<file path="src/rtl/xc_malu_mul_seq.sv">
// Sequential radix-2^STEPS shift-add multiplier for RV32M mul/mulh/mulhsu/mulhu.
// Optional early exit on a zero remaining multiplier: define XC_MALU_MUL_EARLY_EXIT_EN.
module xc_malu_mul_seq #(
  parameter int STEPS = 1
) (
  input  logic        clock,
  input  logic        resetn,
  input  logic [31:0] rs1,
  input  logic [31:0] rs2,
  input  logic        valid,
  input  logic        lhs_signed,
  input  logic        rhs_signed,
  input  logic        op_high,
  input  logic        flush,
  output logic        busy,
  output logic        ready,
  output logic [31:0] result
);

  typedef enum logic [1:0] {IDLE, RUN, DONE} state_t;

  state_t      state;
  logic [63:0] mcand;
  logic [31:0] mplier;
  logic [63:0] acc;
  logic [5:0]  count;
  logic        sign;
  logic        hi_sel;

  logic        lhs_neg;
  logic        rhs_neg;
  logic [31:0] rs1_abs;
  logic [31:0] rs2_abs;
  logic [63:0] acc_n;
  logic [63:0] mcand_n;
  logic [31:0] mplier_n;
  logic [5:0]  count_n;
  logic [63:0] product;
  logic        run_last;

  // Magnitudes fit in 32 bits unsigned, including |-2^31| = 0x80000000.
  assign lhs_neg = lhs_signed & rs1[31];
  assign rhs_neg = rhs_signed & rs2[31];
  assign rs1_abs = lhs_neg ? -rs1 : rs1;
  assign rs2_abs = rhs_neg ? -rs2 : rs2;

  // NOTE: every combinational output gets a default first, so no path leaves it unassigned (no latch).
  always_comb begin
    acc_n = acc;
    for (int i = 0; i < STEPS; i++) begin
      if (mplier[i]) acc_n = acc_n + (mcand << i);
    end
    mcand_n  = mcand << STEPS;
    mplier_n = mplier >> STEPS;
    count_n  = count + 6'(STEPS);
    product  = sign ? -acc_n : acc_n;
  end

`ifdef XC_MALU_MUL_EARLY_EXIT_EN
  // acc is never shifted, so once the multiplier runs out it already holds the full product.
  assign run_last = (count_n == 6'd32) || (mplier_n == '0);
`else
  assign run_last = (count_n == 6'd32);
`endif

  // NOTE: state is updated with non-blocking assignments so every register sees pre-edge values.
  always_ff @(posedge clock) begin
    if (!resetn) begin
      // NOTE: the datapath registers are plain flops, not memories, so they are cleared with everything else.
      state  <= IDLE;
      busy   <= 1'b0;
      ready  <= 1'b0;
      result <= '0;
      mcand  <= '0;
      mplier <= '0;
      acc    <= '0;
      count  <= '0;
      sign   <= 1'b0;
      hi_sel <= 1'b0;
    end else if (flush) begin
      state <= IDLE;
      busy  <= 1'b0;
      ready <= 1'b0;
    end else begin
      case (state)
        IDLE: begin
          ready <= 1'b0;
          if (valid) begin
            state  <= RUN;
            busy   <= 1'b1;
            mcand  <= {32'h0, rs1_abs};
            mplier <= rs2_abs;
            acc    <= '0;
            count  <= '0;
            sign   <= lhs_neg ^ rhs_neg;
            hi_sel <= op_high;
          end
        end
        RUN: begin
          acc    <= acc_n;
          mcand  <= mcand_n;
          mplier <= mplier_n;
          count  <= count_n;
          if (run_last) begin
            state  <= DONE;
            ready  <= 1'b1;
            result <= hi_sel ? product[63:32] : product[31:0];
          end
        end
        DONE: begin
          state <= IDLE;
          busy  <= 1'b0;
          ready <= 1'b0;
        end
        default: begin
          state <= IDLE;
          busy  <= 1'b0;
          ready <= 1'b0;
        end
      endcase
    end
  end

endmodule

</file>
<file path="config.mk">
export PLATFORM = sky130hd
export DESIGN_NAME = xc_malu_mul_seq
export DESIGN_NICKNAME = d
export VERILOG_FILES = /design/src/rtl/xc_malu_mul_seq.sv
export SDC_FILE = /design/constraint.sdc
export NUM_CORES = 1
export LEC_CHECK = 0
export BUFFER_PORTS_ARGS = -buffer_cell sky130_fd_sc_hd__buf_4
export CORE_MARGIN = 3
export CORE_UTILIZATION = 30
export DETAILED_ROUTE_END_ITERATION = 8
export SLEW_MARGIN = 0
export SYNTH_ARGS = -nofsm -noshare
export SYNTH_HDL_FRONTEND = slang
export SYNTH_SLANG_ARGS = --single-unit
</file>
<file path="constraint.sdc">
create_clock -name clock -period 5 [get_ports clock]
set_clock_uncertainty 0.15 [all_clocks]
set_input_delay 1 -clock clock [delete_from_list [all_inputs] [get_ports clock]]
set_output_delay 1 -clock clock [all_outputs]
set_load 0.02 [all_outputs]
</file>
After elaboration in Yosys (flattened, before gate mapping). Index checks and enable logic that the tools add are counted.

Bits in registers: 204. Input bits: 71. Logic and storage cells: 52.

$add $sub $neg: 5. Equality and inequality tests: 4. Multiplexer cells: 18. Bitwise gates (word level): 6. Reduce and logical (&&, ||, !) cells: 9.

Operators by type and width (number): two-way mux 64 bit (4); case mux 64 bit (2 select lines) (2); two-way mux 32 bit (4); adder 64 bit (1); negator 32 bit (2); negator 64 bit (1); case mux 32 bit (2 select lines) (1); case mux 6 bit (2 select lines) (1); AND reduction 3 bit (3); adder 6 x 1 -> 6 bit (second input constant) (1); equality test 6 bit (second input constant) (1); two-way mux 6 bit (1); two-way mux 2 bit (2); != test 2 bit (second input constant) (2); case mux 2 bit (2 select lines) (1); AND reduction 2 bit (2); NOT 1 bit (3); OR reduction 3 bit (1); bitwise AND 1 bit (2); equality test 2 x 1 -> 1 bit (second input constant) (1); zero test 2 bit (1); case mux 1 bit (2 select lines) (1); nonzero test 2 bit (1); OR reduction 2 bit (1); 2 further kinds (2).

Depth between registers and ports, before layout. Gate-level depths: netlist (run 1).

Depth after elaboration: 5. Depth in mapped cells: 17. Mapped depth without buffers: 15.

Least setup slack after synthesis (run 1). OpenSTA, ideal clock, no wires.

Path type: register to register. From: reg mcand[0]. To: reg result[26]. Setup time: 0.100 ns. Arrival: 4.082 ns. Data required time: 4.750 ns. Slack: 0.669 ns. Stages on the path, launching flop included: 17. Path through: dfxtp_1 -> ha_1 -> inv_1 -> fa_1 -> nor2b_2 -> o31a_1 -> o21a_1 -> o211ai_1 -> and4_1 -> a211oi_1 -> nand3_1 -> or4_4 -> buf_6 -> nor3_4 -> nand4_1 -> mux2_4 -> a2111oi_4.

Cells in the longest elaborated chain, start to end: 5.

RTL lines: start, declared (RTL line 23) `logic [63:0] mcand;`; start signal, assigned (RTL line 91) `mcand <= {32'h0, rs1_abs};`; start signal, assigned (RTL line 101) `mcand <= mcand_n;`; adder 64 bit (*) (RTL line 51) `if (mplier[i]) acc_n = acc_n + (mcand << i);`; two-way mux 64 bit (*) (RTL line 51); negator 64 bit (RTL line 56) `product = sign ? -acc_n : acc_n;`; two-way mux 64 bit (*) (RTL line 56); two-way mux 32 bit (*) (RTL line 107) `result <= hi_sel ? product[63:32] : product[31:0];`; end signal, assigned (RTL line 107); end, declared (RTL line 17) `output logic [31:0] result`.

Every way passes the cells marked *; elsewhere a longest branch is shown, timed or not. A chain may end at the register's enable or synchronous reset.

Final worst setup path (run 1).
From: reg mcand[0]. To: reg result[29].

Same word-level chain as after synthesis.

==> impl_results.md, run 1 <==
- Worst path cell trace: ha_1, inv_1, fa_1, nor2b_2, o31a_1, o21a_1, o211ai_1, and4_1, a211oi_1, nand3_1, or4_4, or3_1, buf_4, a211oi_1, a21oi_1, a21oi_1
- Hold_ws: about 0.32 ns
- Initial core utilization: 0.3041
- EDFF count, synth: 0
- Share of cells above drive strength 1: 0.1290
- FP Rows: 86
- Full die area: between 50000 and 60000 um^2
- Drt total wl: between 60000 and 70000 um
- ANT cells: 0
- Cts repair resizes: 0
- Post-DP HPWL: ~53000 um
- Iteration count of the initial detailed-routing pass: 6
- Post-synth top area cell: dfxtp_1
- Multi-input logic area: between 10000 and 15000 um^2
- Fin. Hold Viols: 0
- Die height: around 240 um
- Final setup vio count: 0
- Reg area: 4089 um^2
- Syn Nets: ~2500
- Die X-Extent: between 200 and 250 um
- Max-cap violation count: 0
- Switch share: 0.3103
- Fin crit period: a little under 5 ns
- Detailed-route vias per instance: approximately 6
- Pwr Density: ~230 nW/um^2
- Commonest cells in the netlist: a21oi_1 (349), nand2_1 (260), nor2_1 (244), dfxtp_1 (204), o21ai_0 (153)
- Total grt overflow: 0
- Routability cong.: roughly 1
- TNS Setup: 0 ns
- Leakage Power: about 0.0074 uW
- Root Buffer: clkbuf_16
- Sequential share of power: 0.376
- Worst slew margin: 0.1952
- Vias: roughly 19000
- Synth warn: 0
- GRT Total Usage: 0.2251
- Clock latency on the worst-skew pair: ~0.58 ns
- Internal: between 3000 and 4000 uW
- # fillers: 5948
- Iter 0 DRT Violations: around 1700
- CTS Buf Count: 26
- Maximum vdd drop: ~0.00021 V
- CP Max Fanout: 11
- PortBufs: around 100
- Crit-path slowest cell: or4_4
- Clk buf depth: 3
- Final Cycle Share: 0.9601
- Htree depth: 1
- Most frequent cell after synthesis: a21oi_1
- Core area: about 55000 um^2
- RSZ-0062 raised after global routing: no
- Switching power of the nets: 1406 uW
- Fin nets: 2554
- Largest cells by area after synthesis: dfxtp_1 (24%), a21oi_1 (10%), nand2_1 (5.8%)
- Worst Path Arrival: between 5 and 6 ns
- DRC: 0
- Outcome: completed
- Average wire per standard cell: between 20 and 25 um
- Ys flop type: dfxtp_1
- Synthesized flop and latch total: ~200
- First-pass GRT wire length: between 100000 and 150000 um
- Total Power: 4531 uW
- CTS tree: yes
- Syn Area/Cell: roughly 7.1 um^2
- CP Class: register to register
- Final Max Slew Viols: 0
- Register area share after synthesis: 0.2428
- Post-synth top area share: 0.2428
- Clock slew at reported path FFs: approximately 0.06 ns
- Post-Syn Area: roughly 17000 um^2
- CP startpoint kind: register
- Gate Count Post-Synth: 2363
- Min-Delay Path Class: register to register
- P&R area growth vs syn: 15.55%
- CP peak stage delay: 0.60 ns
- Final core occ: 0.3513
- IO Pins: between 100 and 150
- Post-synth ARST share: 0
- Worst setup EP type: register
- Largest net degree at the start of global routing: roughly 110
- Actual slew at the worst max-slew pin: 1.203 ns
- Vias in the first global route: 17860
- Distinct cell type count after synthesis: between 100 and 150
- CP required: about 5.4 ns
- Clock power share: 0.437
- Antenna violations before repair: 0
- Final antenna-violating net count: 0
- Clock Sinks: a little over 200
- Comb pwr share: 0.187
- Hold buffers post-CTS: 0
- Post-CTS Setup Inserts: 0
- Fmax: between 200 and 250 MHz
## per-stage QoR
stage                     setup slack [ns]  cell area, um^2  instances
after floorplan                     0.6687            16820       2363
after global placement              0.1976            18530       3134
after detailed placement            0.2554            18530       3134
after CTS                           0.2411            19420       3182
after global routing               0.01909            19430       3182
final                               0.1995            19430       3182
## state kept, by name, indices dropped and copies added, names as in the netlist
register / count
result: 32
sign: 1
mcand: 64
hi_sel: 1
state: 2
count: 6
mplier: 32
ready: 1
busy: 1
acc: 64
## worst max-delay path: cells and delay by family (launching register included)
kind	cells	cell delay, ns
and+or+nand+nor	5	1.75
buffers and inverters	2	0.24
AOI/OAI and AO/OA	7	1.61
DFF	1	0.36
adders and majority gates	2	0.62
## kinds of logic (layout without fill, tap and decap cells)
family / Yosys count / after routing / share of synthesized area
AOI/OAI and AO/OA: 864 / 864 / 0.3261
xor gates and xnor gates: 113 / 113 / 0.05885
adders and majority gates: 69 / 69 / 0.05178
buffers and inverters: 194 / 265 / 0.04702
DFF: 204 / 204 / 0.2428
muxes: 38 / 38 / 0.02373
and+or+nand+nor: 881 / 881 / 0.2497
## per-layer routing
metal,wire [um],track usage
met5,0,0
met4,2703,0.08032
met3,5183,0.03491
met2,31560,0.3724
met1,30250,0.2970
## cell type report
class,count,share of cell area
Clock buffer,35,0.03883
Multi-Input combinational cell,1965,0.6170
Clock inverter,13,0.007018
Tap cell,748,0.04816
Sequential cell,204,0.2104
Timing Repair Buffer,186,0.07250
Inverter,31,0.006117
## power by group through the flow
stage          clock network, uW  registers (uW)  logic, uW
2_1_floorplan                  0            1720        546
3_3_place_gp                   0            1740        823
3_5_place_dp                   0            1740        829
4_1_cts                     2010            1700        834
5_1_grt                     2070            1710        922
6_report                    1980            1700        848
## path summary, 6_finish.rpt
check	slack, ns	from	cells past startpoint	endpoint
max	0.20	mcand[0]	16	result[29]
min	0.32	result[2]	2	result[2]
max reg2reg	0.20	mcand[0]	16	result[29]
min reg2reg	0.32	result[2]	2	result[2]
## cells in the final DEF, fill, tap and decap left out, types with 20 or more instances in the layout
| cell type | synthesis | routed |
|---|---|---|
| a21oi_1 | 349 | 349 |
| nand2_1 | 260 | 259 |
| nor2_1 | 244 | 241 |
| dfxtp_1 | 204 | 202 |
| buf_4 | 3 | 185 |
| o21ai_0 | 153 | 153 |
| nor3_1 | 77 | 77 |
| nand3_1 | 75 | 75 |
| ha_1 | 68 | 68 |
| xnor2_1 | 62 | 62 |
| xor2_1 | 51 | 51 |
| nand4_1 | 51 | 51 |
| a31oi_1 | 32 | 32 |
| or3_1 | 30 | 30 |
| a211oi_1 | 29 | 29 |
| inv_1 | 29 | 28 |
| mux2i_1 | 26 | 26 |
| a21o_1 | 26 | 26 |
| clkbuf_16 | 0 | 26 |
| o31ai_1 | 23 | 23 |
| o211ai_1 | 23 | 23 |
| o21a_1 | 21 | 20 |
| a22o_1 | 20 | 20 |
Power figures use the tool's default switching activity.
==> inputs of run 2 (changes only) <==
==> constraint.sdc (replaced) <==
create_clock -name clock -period 4.29 [get_ports clock]
set_clock_uncertainty 0.15 [all_clocks]
set_input_delay 0.858 -clock clock [delete_from_list [all_inputs] [get_ports clock]]
set_output_delay 0.858 -clock clock [all_outputs]
set_load 0.02 [all_outputs]
==> impl_results.md, run 2 (synthesized netlist as in run 1, its figures left out) <==
- Outcome: finished, violations left
- Violated checks: negative setup slack
- Iteration count of the initial detailed-routing pass: 6 (unchanged)
- Antenna violations before repair: 0 (unchanged)
- Reg area: 4106 um^2 (+0.43%)
- CP Class: register to register
- Clk buf depth: 3 (unchanged)
- Pwr Density: 246.2 nW/um^2 (+5.6%)
- Non-filler instance count after layout: 3548 (+12%)
- FP Rows: 86 (unchanged)
- Max-cap violation count: 0 (unchanged)
- Min-Delay Path Class: register to register
- Largest net degree at the start of global routing: 75 (-29%)
- Die height: 242.8 um (unchanged)
- Maximum vdd drop: 0.0003096 V (+45%)
- Final antenna-violating net count: 0 (unchanged)
- Vias: 20300 (+8.2%)
- Leakage Power: 0.009347 uW (+27%)
- CTS Buf Count: 27 (+3.8%)
- PortBufs: 104 (unchanged)
- Full die area: 58930 um^2 (unchanged)
- CTS tree: yes
- CP Max Fanout: 5 (-6)
- Post-DP HPWL: 57630 um (+8.1%)
- Die X-Extent: 242.8 um (unchanged)
- Initial core utilization: 0.3041 (unchanged)
- Total grt overflow: 0 (unchanged)
- Most frequent cells in the layout: buf_4 (542), a21oi_1 (327), nand2_1 (258)
- Biggest regs: acc: 64 flops, mcand: 64 flops
- CP startpoint kind: register
- ANT cells: 0 (unchanged)
- Root Buffer: clkbuf_16
- First-pass GRT wire length: 112500 um (+5.9%)
- Vias in the first global route: 19480 (+9.0%)
- Clock slew at reported path FFs: 0.06 ns (about the same)
- Core area: 55310 um^2 (unchanged)
- Most common cell after layout, fill and taps aside: buf_4
- Clock latency on the worst-skew pair: 0.60 ns (+0.02 ns)
- Routability cong.: 0.9714 (-3.1%)
- Final setup vio count: 9 (+9)
- CP peak stage delay: 0.63 ns (+0.03 ns)
- Drt total wl: 74280 um (+6.6%)
- Crit path max-delay family: compound AO/OA/AOI/OAI gates
- Clock Sinks: 204 (unchanged)
- Crit-path slowest cell: or4_4
- GRT Total Usage: 0.2388 (+0.01376)
- Fin. Hold Viols: 0 (unchanged)
- CP required: 4.64 ns (-0.73 ns)
- Worst path cell trace: ha_1, a21oi_2, o21ai_1, a32oi_2, a31oi_2, or3_1, xor2_1, o31a_1, or4_4, nor3_4, nand4_1, mux2_4, a2111oi_4
- RSZ-0062 raised after global routing: yes
- Share of cells above drive strength 1: 0.2875 (+0.1585)
- Final Max Slew Viols: 0 (unchanged)
- Fin crit period: 4.344 ns (-0.4569 ns)
- IO Pins: 105 (unchanged)
- Multi-input logic area: 12810 um^2 (+6.8%)
- Detailed-route vias per instance: 5.722 (-3.0%)
- TNS Setup: -0.2347 ns (-0.2347 ns)
- Worst setup EP type: register
- P&R area growth vs syn: 37.56%
- Fin nets: 2919 (+14%)
- Worst Path Arrival: 4.69 ns (-0.48 ns)
- Final core occ: 0.4183 (+0.06694)
- # fillers: 5771 (-3.0%)
- Htree depth: 1 (unchanged)
- Pre-CTS WS: -0.3044 ns (-0.5598 ns)
- Inst Count DP: 3482 (+11%)
- Final Cycle Share: 1.012 (+0.05239)
- Worst slew margin: 0.1888 (-0.006458)
- DRC: 0 (unchanged)
- Final setup margin: -0.05360 ns (-0.2531 ns)
- Fmax: 230.2 MHz (+11%)
- Average wire per standard cell: 20.94 um (-4.4%)
- Iter 0 DRT Violations: 1803 (+3.4%)
- Crit path buffers/inverters: 0 (-2)
- Actual slew at the worst max-slew pin: 1.213 ns (+0.009653 ns)
[run 2: cell count changes in the layout (fill, tap and decap cells not counted), moves of 8 or more]
cell and change:
ha_4 +10, dfxtp_1 -14, o21ai_2 +8, o21ai_0 -15, ha_2 +10, buf_4 +357
dfxtp_2 +14, ha_1 -20, nor3_1 -8, a21oi_1 -22, a21oi_2 +19
[run 2: area by class of cell]
cell class                      instances  area share
Multi-Input combinational cell       1965      0.5537
Timing Repair Buffer                  550      0.1813
Sequential cell                       204      0.1775
Tap cell                              748     0.04045
Clock buffer                           38     0.03364
Clock inverter                         12    0.008275
Inverter                               31    0.005138
[run 2: path summary, 6_finish.rpt]
path / start / to / slack [ns] / cells after the start
setup / recovery: mcand[15] / result[26] / -0.05 / 13
hold / removal: acc[7] / acc[7] / 0.33 / 2
setup reg to reg: mcand[15] / result[26] / -0.05 / 13
hold reg to reg: acc[7] / acc[7] / 0.33 / 2
[run 2: report_power, final]
part,total [uW],leakage [uW],switching [uW],internal [uW]
Sequential,1980,0.00166,38.6,1940
Combinational,1230,0.00722,717,509
Clock,2490,0.000468,976,1510
[run 2: stage by stage]
| stage | instance area (um^2) | hold WS [ns] | total power [uW] |
|---|---|---|---|
| after floorplan | 16820 | 0.2921 | 2641 |
| after global placement | 21190 | 0.3020 | 3117 |
| after detailed placement | 21190 | 0.3197 | 3129 |
| after CTS | 22420 | 0.3294 | 5632 |
| after global routing | 23130 | 0.3496 | 5889 |
| final | 23130 | 0.3279 | 5696 |
[run 2: per-layer routing]
| layer | routed length, um | vias to the layer above | share of wire | global-route usage |
|---|---|---|---|---|
| li1 | - | 9610 | - | - |
| met1 | 32060 | 9754 | 0.43 | 0.3143 |
| met2 | 34490 | 799 | 0.46 | 0.4053 |
| met3 | 5042 | 137 | 0.068 | 0.02806 |
| met4 | 2694 | 0 | 0.036 | 0.08049 |
| met5 | 0 | - | 0 | 0 |
[run 2: what timing repair did]
| action | in CTS | in global routing |
|---|---|---|
| hold buffers | 0 | 0 |
| gates resized for setup | 48 | 136 |
| setup buffers | 9 | 7 |
| endpoints found under the setup margin | 31 | 32 |
| pin swaps | 25 | 49 |
| hold endpoints to repair | 0 | 0 |
[run 2: tightest hold or removal path: stages (launching register included)]
cell and delay, ns:
dfxtp_1 0.34, nand2_1 0.05, o21ai_0 0.06
==> inputs of run 3 (changes only) <==
--- a/config.mk
+++ b/config.mk
@@ -9,6 +9,8 @@
 export CORE_MARGIN = 3
 export CORE_UTILIZATION = 30
 export DETAILED_ROUTE_END_ITERATION = 8
+export GPL_TIMING_DRIVEN = 0
+export SKIP_CTS_REPAIR_TIMING = 1
 export SLEW_MARGIN = 0
 export SYNTH_ARGS = -nofsm -noshare
 export SYNTH_HDL_FRONTEND = slang
==> constraint.sdc (replaced) <==
create_clock -name clock -period 4.1 [get_ports clock]
set_clock_uncertainty 0.15 [all_clocks]
set_input_delay 0.82 -clock clock [delete_from_list [all_inputs] [get_ports clock]]
set_output_delay 0.82 -clock clock [all_outputs]
set_load 0.02 [all_outputs]
==> impl_results.md, run 3 (synthesized netlist as in run 1, its figures left out) <==
- Iteration count of the initial detailed-routing pass: 6 (unchanged)
- RSZ-0062 raised after global routing: yes
- Final setup vio count: 31 (+22)
- Max-cap violation count: 0 (unchanged)
- Antenna violations before repair: 1 (+1)
- Vias: 20060 (-1.2%)
- Total grt overflow: 0 (unchanged)
- Met2 usage in global routing: 0.4117 (+0.006453)
- First-pass GRT wire length: 114200 um (+1.6%)
- FP Rows: 86 (unchanged)
- R2R Setup Slk: -0.72 ns (-0.66 ns)
- Worst setup EP type: register
- Violated checks: negative setup slack
- Final setup margin: -0.7158 ns (-0.6622 ns)
- CTS Buf Count: 26 (-3.7%)
- Routability cong.: 0.9939 (+2.3%)
- DRC: 0 (unchanged)
- Final antenna-violating net count: 0 (unchanged)
- Switching power of the nets: 1915 uW (+11%)
- Maximum vdd drop: 0.0003466 V (+12%)
- IO Pins: 105 (unchanged)
- Clock latency on the worst-skew pair: 0.59 ns (about the same)
- Share of cells above drive strength 1: 0.2178 (-0.06966)
- Fin. Hold Viols: 0 (unchanged)
- Outcome: finished, violations left
- Min-Delay Path Class: register to register
- Vias in the first global route: 18070 (-7.2%)
- Fmax: 207.6 MHz (-9.8%)
- Largest net degree at the start of global routing: 15 (-80%)
- CTS tree: yes
- PortBufs: 103 (-0.96%)
- CP Class: register to register
- Full die area: 58930 um^2 (unchanged)
- Total Power: 6034 uW (+5.9%)
- Final Max Slew Viols: 0 (unchanged)
- Average wire per standard cell: 23.97 um (+15%)
- P&R area growth vs syn: 29.25%
- ANT cells: 0 (unchanged)
- Biggest regs: acc: 64 flops, mcand: 64 flops
- Internal: 4120 uW (+3.9%)
- Die height: 242.8 um (unchanged)
- CP Max Fanout: 6 (+1)
- Drt total wl: 80000 um (+7.7%)
- Final Cycle Share: 1.175 (+0.1621)
- Hold_sp: result[9]
- Non-filler instance count after layout: 3337 (-5.9%)
- Initial core utilization: 0.3041 (unchanged)
- Post-DP HPWL: 62220 um (+8.0%)
- CP required: 4.48 ns (-0.16 ns)
- Clk buf depth: 3 (unchanged)
- Hold path depth: 2 (unchanged)
- Comb pwr share: 0.231 (+0.016)
- CP startpoint kind: register
- GRT Total Usage: 0.2505 (+0.01169)
- Die X-Extent: 242.8 um (unchanged)
- Iter 0 DRT Violations: 1867 (+3.5%)
- Layer with the highest usage: met2
- Fin nets: 2709 (-7.2%)
- Actual slew at the worst max-slew pin: 1.385 ns (+0.1720 ns)
- Hold Path End: result[9]
- Worst slew margin: 0.07698 (-0.1118)
- Detailed-route vias per instance: 6.010 (+5.0%)
- Clock slew at reported path FFs: 0.06 ns (about the same)
- Clock Sinks: 204 (unchanged)
- Core area: 55310 um^2 (unchanged)
- Most common cell after layout, fill and taps aside: a21oi_1
- # fillers: 5776 (+0.087%)
- Grt met3 use: 0.03579 (+0.007733)
- Leakage Power: 0.008039 uW (-14%)
- FF-to-FF End: result[31]
- Sequential share of power: 0.345 (-0.003)
- Switch share: 0.3173 (+0.01328)
- Final Cell Area: 21740 um^2 (-6.0%)
- Most frequent cells in the layout: a21oi_1 (321), nand2_1 (255), nor2_1 (237)
- Inst Count DP: 3214 (-7.7%)
- Pwr Density: 277.6 nW/um^2 (+13%)
- Htree depth: 1 (unchanged)
- Clock power share: 0.424 (-0.013)
- Worst Path Arrival: 5.20 ns (+0.51 ns)
- GR Util met1: 0.3297 (+0.01543)
- Fin crit period: 4.816 ns (+0.4722 ns)
- Area after DPL: 18560 um^2 (-12%)
- Reg-to-Reg Start: mcand[0]
- Worst Reg2Reg Path Length in Cells: 18 (+5)
- Root Buffer: clkbuf_16
[run 3: changes by cell type in the layout (fill, tap and decap cells not counted), moves of 11 or more]
cell	delta
dfxtp_1	-11
ha_1	+12
buf_2	+21
buf_4	-365
dfxtp_2	+11
clkbuf_1	+100
[run 3: power by group through the flow]
stage / logic, uW / clock network [uW] / registers, uW
floorplan: 668 / 0 / 2100
global placement: 1050 / 0 / 2120
detailed placement: 1060 / 0 / 2120
CTS: 1060 / 2580 / 2070
global route: 1470 / 2660 / 2080
finish: 1390 / 2560 / 2080
[run 3: final cells by class]
cell class	instances	area, um^2	share of cell area
Multi-Input combinational cell	1965	13420	0.6176
Sequential cell	204	4120	0.1895
Timing Repair Buffer	186	1496	0.06884
Tap cell	748	935.9	0.04306
Clock buffer	35	724.4	0.03333
Buffer	155	694.4	0.03195
Clock inverter	13	225.2	0.01036
Inverter	31	116.4	0.005353
[run 3: worst max path at each step]
stage,cells past startpoint,end,start
after floorplan,16,result[26],acc[0]
after global placement,13,result[11],mplier[0]
after detailed placement,13,result[11],mplier[0]
after CTS,13,result[11],mplier[0]
after global routing,16,result[26],mcand[11]
final,18,result[31],mcand[0]
[run 3: layer usage]
metal  vias up  wire length (um)
met4         2              4127
met5         -                13
met3       189              5529
li1       9203                 -
met1      9788             33930
met2       874             36400
[run 3: per-stage QoR]
step	hold slack (ns)	util	setup TNS, ns	worst slack, ns
after CTS	0.3138	0.3528	-78.11	-2.231
after global placement	0.3012	0.3356	-77.13	-2.167
after detailed placement	0.3051	0.3356	-75.41	-2.171
final	0.3190	0.3930	-13.21	-0.7158
after global routing	0.3393	0.3930	-15.79	-0.7890
after floorplan	0.2921	-	-0.04972	-0.02740
[run 3: critical path, stage by stage (launching register included)]
cell,delay (ns)
dfxtp_4,0.36
ha_4,0.13
inv_2,0.04
fa_2,0.41
nor2b_4,0.16
o31a_1,0.38
o21ai_4,0.15
a21oi_2,0.34
or3_1,0.26
xor2_1,0.14
o31a_1,0.39
or4_4,0.48
buf_8,0.16
buf_4,0.13
nor3_4,0.21
buf_6,0.16
nand4_1,0.23
or3_1,0.38
nand3_1,0.08
